<file path="config.mk">
export PLATFORM = sky130hd
export DESIGN_NAME = spi_master
export DESIGN_NICKNAME = d
export VERILOG_FILES = /design/src/rtl/spi_pkg.sv /design/src/rtl/spi_clkgen.sv /design/src/rtl/spi_master.sv
export SDC_FILE = /design/constraint.sdc
export NUM_CORES = 1
export LEC_CHECK = 0
export ABC_AREA = 1
export CAP_MARGIN = 0
export CORE_MARGIN = 2
export CORE_UTILIZATION = 50
export CTS_CLUSTER_SIZE = 28
export DETAILED_ROUTE_END_ITERATION = 8
export PLACE_DENSITY = 0.77
export SYNTH_ARGS = -nofsm -noshare
export SYNTH_HDL_FRONTEND = slang
export SYNTH_SLANG_ARGS = --single-unit
</file>
<file path="constraint.sdc">
create_clock -name sclk_sample -period 15.15 [get_ports sclk_sample]
set_input_delay 3.7875 -clock sclk_sample [delete_from_list [all_inputs] [get_ports sclk_sample]]
set_output_delay 3.7875 -clock sclk_sample [all_outputs]
set_load 0.01 [all_outputs]
</file>
<file path="src/rtl/spi_pkg.sv">
// Shared types and constants for the SPI master and its clock generator.
package spi_pkg;
  localparam int DW_DEF   = 16;
  localparam int DIVW_DEF = 8;
  localparam int ECW      = 5;  // counts up to 2*16 SCLK toggles
  localparam int CPOL_BIT = 1;
  localparam int CPHA_BIT = 0;

  typedef enum logic [2:0] {IDLE, SETUP, XFER, HOLD, GAP} state_e;
endpackage

</file>
<file path="src/rtl/spi_clkgen.sv">
// Half-period divider and SCLK toggle generator; flags leading/trailing edges on the tick
// that launches them, so the master acts in the same cycle the pin changes.
module spi_clkgen
  import spi_pkg::*;
#(
  parameter int DIVW = DIVW_DEF
) (
  input  logic            sclk_sample,
  input  logic            rst,
  input  logic            load,
  input  logic            run,
  input  logic            xfer,
  input  logic [DIVW-1:0] div_in,
  input  logic            cpol_in,
  output logic            tick,
  output logic            lead_edge,
  output logic            trail_edge,
  output logic [ECW-1:0]  edge_cnt,
  output logic            sclk
);
  logic [DIVW-1:0] div_q, div_d;
  logic [DIVW-1:0] cnt_q, cnt_d;
  logic [ECW-1:0]  edge_q, edge_d;
  logic            cpol_q, cpol_d;
  logic            sclk_q, sclk_d;

  assign tick       = run && (cnt_q == '0);
  assign lead_edge  = tick && xfer && !edge_q[0];
  assign trail_edge = tick && xfer && edge_q[0];
  assign edge_cnt   = edge_q;
  assign sclk       = sclk_q;

  always_comb begin
    div_d  = div_q;
    cpol_d = cpol_q;
    cnt_d  = cnt_q;
    edge_d = edge_q;
    sclk_d = sclk_q;
    if (load) begin
      div_d  = div_in;
      cpol_d = cpol_in;
      cnt_d  = div_in;
      edge_d = '0;
      sclk_d = cpol_in;
    end else if (run) begin
      cnt_d = (cnt_q == '0) ? div_q : cnt_q - DIVW'(1);
      if (tick && xfer) begin
        edge_d = edge_q + ECW'(1);
        sclk_d = !sclk_q;
      end
    end else begin
      // Idle clock level tracks the live CPOL setting.
      sclk_d = cpol_in;
    end
  end

  always_ff @(posedge sclk_sample or posedge rst) begin
    if (rst) begin
      div_q  <= '0;
      cpol_q <= 1'b0;
      cnt_q  <= '0;
      edge_q <= '0;
      sclk_q <= 1'b0;
    end else begin
      div_q  <= div_d;
      cpol_q <= cpol_d;
      cnt_q  <= cnt_d;
      edge_q <= edge_d;
      sclk_q <= sclk_d;
    end
  end
endmodule

</file>
<file path="src/rtl/spi_master.sv">
// SPI master: pops a TX word, runs one CPOL/CPHA frame of LEN+1 bits MSB first,
// pushes the right-aligned received word. Config is captured at frame start.
module spi_master
  import spi_pkg::*;
#(
  parameter int DIVW = DIVW_DEF,
  parameter int DW   = DW_DEF
) (
  input  logic            sclk_sample,
  input  logic            rst,
  input  logic            i_tx_empty,
  output logic            o_rd_TX,
  input  logic [DW-1:0]   i_dataTX,
  input  logic            i_rx_full,
  output logic            o_wr_RX,
  output logic [DW-1:0]   o_dataRX,
  input  logic [1:0]      CPolPha,
  input  logic [3:0]      LEN,
  input  logic [DIVW-1:0] DIV,
  input  logic            i_en,
  output logic            o_busy,
  output logic            o_done,
  output logic            o_SCLK,
  output logic            o_MOSI,
  input  logic            i_MISO,
  output logic            o_CSn
);
  state_e          state_q, state_d;
  logic [DW-1:0]   tx_q, tx_d;
  logic [DW-1:0]   rx_q, rx_d;
  logic [DW-1:0]   data_rx_q, data_rx_d;
  logic [3:0]      len_q, len_d;
  logic            cpha_q, cpha_d;
  logic            mosi_q, mosi_d;
  logic            cs_n_q, cs_n_d;
  logic            wr_rx_q, wr_rx_d;
  logic            done_q, done_d;

  logic            start, tick, lead_edge, trail_edge, last_edge;
  logic            sample_edge, drive_edge;
  logic [ECW-1:0]  edge_cnt;
  logic [DW-1:0]   tx_al;

  assign start       = (state_q == IDLE) && i_en && !i_tx_empty && !i_rx_full && !rst;
  // Left-align the frame so the first bit out is always the register MSB.
  assign tx_al       = i_dataTX << (4'(DW - 1) - LEN);
  assign last_edge   = (edge_cnt == {len_q, 1'b1});
  assign sample_edge = cpha_q ? trail_edge : lead_edge;
  assign drive_edge  = cpha_q ? lead_edge : trail_edge;

  spi_clkgen #(.DIVW(DIVW)) u_clkgen (
    .sclk_sample (sclk_sample),
    .rst         (rst),
    .load        (start),
    .run         (state_q != IDLE),
    .xfer        (state_q == XFER),
    .div_in      (DIV),
    .cpol_in     (CPolPha[CPOL_BIT]),
    .tick        (tick),
    .lead_edge   (lead_edge),
    .trail_edge  (trail_edge),
    .edge_cnt    (edge_cnt),
    .sclk        (o_SCLK)
  );

  always_comb begin
    state_d   = state_q;
    tx_d      = tx_q;
    rx_d      = rx_q;
    data_rx_d = data_rx_q;
    len_d     = len_q;
    cpha_d    = cpha_q;
    mosi_d    = mosi_q;
    wr_rx_d   = 1'b0;
    done_d    = 1'b0;
    o_rd_TX   = 1'b0;
    case (state_q)
      IDLE: if (start) begin
        o_rd_TX = 1'b1;
        tx_d    = tx_al;
        rx_d    = '0;
        len_d   = LEN;
        cpha_d  = CPolPha[CPHA_BIT];
        if (!CPolPha[CPHA_BIT]) mosi_d = tx_al[DW-1];
        state_d = SETUP;
      end
      SETUP: if (tick) state_d = XFER;
      XFER: begin
        if (sample_edge) rx_d = {rx_q[DW-2:0], i_MISO};
        // CPHA=0 already presented bit LEN in SETUP, so it drives one bit ahead.
        if (drive_edge && !(!cpha_q && last_edge)) begin
          mosi_d = cpha_q ? tx_q[DW-1] : tx_q[DW-2];
          tx_d   = tx_q << 1;
        end
        if (trail_edge && last_edge) state_d = HOLD;
      end
      HOLD: if (tick) begin
        wr_rx_d   = 1'b1;
        done_d    = 1'b1;
        data_rx_d = rx_q;
        state_d   = GAP;
      end
      GAP: if (tick) state_d = IDLE;
      default: state_d = IDLE;
    endcase
    cs_n_d = !((state_d == SETUP) || (state_d == XFER) || (state_d == HOLD));
  end

  always_ff @(posedge sclk_sample or posedge rst) begin
    if (rst) begin
      state_q   <= IDLE;
      tx_q      <= '0;
      rx_q      <= '0;
      data_rx_q <= '0;
      len_q     <= '0;
      cpha_q    <= 1'b0;
      mosi_q    <= 1'b0;
      cs_n_q    <= 1'b1;
      wr_rx_q   <= 1'b0;
      done_q    <= 1'b0;
    end else begin
      state_q   <= state_d;
      tx_q      <= tx_d;
      rx_q      <= rx_d;
      data_rx_q <= data_rx_d;
      len_q     <= len_d;
      cpha_q    <= cpha_d;
      mosi_q    <= mosi_d;
      cs_n_q    <= cs_n_d;
      wr_rx_q   <= wr_rx_d;
      done_q    <= done_d;
    end
  end

  assign o_CSn    = cs_n_q;
  assign o_MOSI   = mosi_q;
  assign o_wr_RX  = wr_rx_q;
  assign o_done   = done_q;
  assign o_dataRX = data_rx_q;
  assign o_busy   = (state_q != IDLE);
endmodule

</file>
==> results by group <==
STA
  • Slew HR: 0.542
  • Sum Neg Setup Slack: 0 ns
  • Worst Tran Pin Value: 0.687 ns
  • Max-slew violations: 0
  • # setup viols final: 0
  • Min cycle time layout: 9.84 ns
  • Final hold viol count: 0
  • Clk_skew: 0.0125 ns
  • Setup ws final: 5.31 ns
  • Fmax: 0.102 GHz
  • Period utilization: 0.649
  • Unrepaired setup endpoints after global routing: false

Power and ir drop
  • Int Power: 440 uW
  • Comb pwr share: 0.370
  • Sequential fraction of design power: 0.412
  • Switching share of power: 0.405
  • Net switching power: 300 uW
  • P per Cell Area: 140 nW/um^2
  • Worst VDD drop: 0.0727 mV
  • Clk network pwr share: 0.219
  • Design Power: 740 uW
  • P_leak: 2.71 nW

Setup path
  • Worst path most repeated cell: clkdlybuf4s50_1
  • CP required: 11.36 ns
  • CP arrival: 6.05 ns
  • Startpoint types: primary input
  • Slowest stage cell, crit path: clkdlybuf4s50_1
  • Cell count of the worst reg-to-reg path: 10
  • R2R setup slack: 12.69 ns
  • Worst R2R End: tx_q[8]
  • Highest net fanout along the worst path: 28
  • RR Startpoint: state_q[2]
  • Worst Setup End Kind: primary output
  • Worst setup path category: in -> out
  • Cell Chain, Critical Path: clkdlybuf4s50_1 -> clkinv_2 -> nand3_1 -> nor2_4 -> clkdlybuf4s50_1
  • CP max stage delay: 0.64 ns

Die
  • Die Y: 98.9 um
  • Die Wd: 98.9 um
  • I/O pin count: 59
  • Die Footprint: 9780 sq um
  • Std cell rows: 34
  • Core ar.: 8720 sq um
  • Initial core utilization: 0.516

Layout
  • Antenna fix cells: 0
  • Layout area overhead: 17.7%
  • Commonest non-fill, non-tap cells in the layout: nand2_1, dfrtp_1, nand3_1
  • Layout Nets: 707
  • Final Instance Area: 5300 sq um
  • Commonest non-fill, non-tap cell in the layout: nand2_1
  • Share of cells above drive strength 1: 0.0579

Yosys
  • Leading post-synthesis cells by cell area: dfrtp_1, nand2_1, nand3_1, nor2_1, inv_1
  • Yosys cell types: 33
  • Post-Synthesis Cells: 624
  • Seq/Total Area, Yosys: 0.451
  • Synth Cell Area: 4500 sq um
  • FF+latch count, synth: 81
  • Cell taking the most area after synthesis: dfrtp_1
  • Post-Syn Area per Cell: 7.21 sq um
  • Yosys Warn Count: 0
  • Synthesized net count: 663
  • Share of the synthesized area in the top cell type: 0.445

Drt
  • Wire per inst: 12.9 um
  • TritonRoute pass-1 iters: 5
  • DRT antenna net count: 0
  • Initial DRC count: 202
  • Routed WL: 10100 um
  • Post-route DRC: 0
  • Vias per inst: 5.32
  • Via count: 4157

Global routing
  • Vias in the first global route: 3991
  • Largest net degree at the start of global routing: 56
  • GRT overflow: 0
  • First-pass GRT wire length: 17600 um
  • Gr usage total: 0.217
  • Initial antenna violation count: 0

Placed design
  • Port-buffer cells: 58
  • Placement Setup Slack: 5.28 ns
  • Placer Congestion: 0.826
  • Final HPWL DP: 7020 um
  • Post-DP Area: 5100 sq um

CTS
  • Clk sinks: 81
  • Resized cells post-CTS: 0
  • Setup Buffers After CTS: 0
  • Clock Latency Late Sink: 0.36 ns
  • CTS buffer count: 9
  • Root Buffer: clkbuf_8
  • Clk buf depth: 2
  • # hold bufs at CTS: 0
  • Clock Pin Slew Worst Setup and Hold Paths: 0.09 ns
  • H-tree Lvls: 3
  • CTS tree: built

Hold path
  • Hold Crit Class: reg -> reg
  • Hold path endpoint: u_clkgen.div_q[4]
  • Min-delay src: u_clkgen.div_q[4]
  • Cell depth of the worst hold path: 2

Run status
  • Status: finished clean

Run
  • Max Cap Viol: 0
## power by group through the flow
stage	Clock (mW)	Combinational, mW	Sequential [mW]
6_report	0.162	0.274	0.305
5_1_grt	0.174	0.310	0.311
4_1_cts	0.166	0.274	0.304
3_5_place_dp	0	0.271	0.308
3_3_place_gp	0	0.262	0.305
2_1_floorplan	0	0.211	0.300
## flip-flops by register name, summed over array words and instances, names as in the netlist
name and count:
o_dataRX 16, rx_q 16, tx_q 16, u_clkgen.cnt_q 8
u_clkgen.div_q 8, u_clkgen.edge_cnt 5, len_q 4, state_q 3
cpha_q 1, o_CSn 1, o_MOSI 1, o_done 1
u_clkgen.sclk 1
## final cells by class
class                   count  area [sq um]
multi-input cells         447          2080
clock buffers               9           124
repair buffers             60           596
flip-flops and latches     81          2030
inverters                  69           260
well taps                 108           135
fillers                   806          3420
clock inverters             7          76.3
## worst max-delay path: cells and delay by family
family	cells	cell delay, ns
and+or+nand+nor	2	0.84
buffers and inverters	3	1.40
## Yosys cell counts
master	count
a21oi_1	33
dfstp_2	1
o22ai_1	1
a211oi_1	1
nand2_2	2
nand2_1	192
nand3_2	1
buf_4	2
o21ai_0	34
xnor2_1	2
nand3_4	2
mux2i_1	1
nand4_1	5
nand2_4	2
dfrtp_1	80
o21ai_1	1
inv_1	63
a22oi_1	3
nor2_4	3
nand3_1	71
inv_2	6
nor3_1	5
buf_6	2
nor2_1	66
nor2_2	1
buf_1	2
o21ai_2	2
clkbuf_1	13
o211ai_1	8
ha_1	3
a31oi_1	4
xor2_1	4
buf_2	8
## per-layer routing
layer | vias to the layer above | global-route usage | routed length (um)
met5 | - | 0 | 0
met4 | 0 | 0.0632 | 142
met3 | 18 | 0.0511 | 501
met2 | 109 | 0.349 | 4760
met1 | 1947 | 0.295 | 4680
li1 | 2083 | - | -
## cell families (layout without fill, tap and decap cells)
logic type                 after synthesis  after routing  synth area share
and+or+nand+nor                        350            350             0.333
AOI/OAI and AO/OA                       87             87             0.106
buffers and inverters                   96            145            0.0873
DFF                                     81             81             0.451
muxes                                    1              1           0.00222
adders and majority gates                3              3           0.00834
xor gates and xnor gates                 6              6            0.0117
## per-stage QoR
step                hold WS, ns  instances  utilization
global placement          0.447        765        0.585
finish                    0.469        781        0.608
global route              0.505        781        0.608
floorplan                 0.432        624            -
CTS                       0.471        781        0.608
detailed placement        0.450        765        0.585
## how the worst max path moves through the flow
stage	start	end	slack (ns)
5_1_grt	rst	o_rd_TX	5.09
6_report	rst	o_rd_TX	5.31
3_5_place_dp	rst	o_rd_TX	5.28
3_3_place_gp	rst	o_rd_TX	5.38
4_1_cts	rst	o_rd_TX	5.29
2_1_floorplan	rst	o_rd_TX	4.75
(Power assumes the default switching activity.)
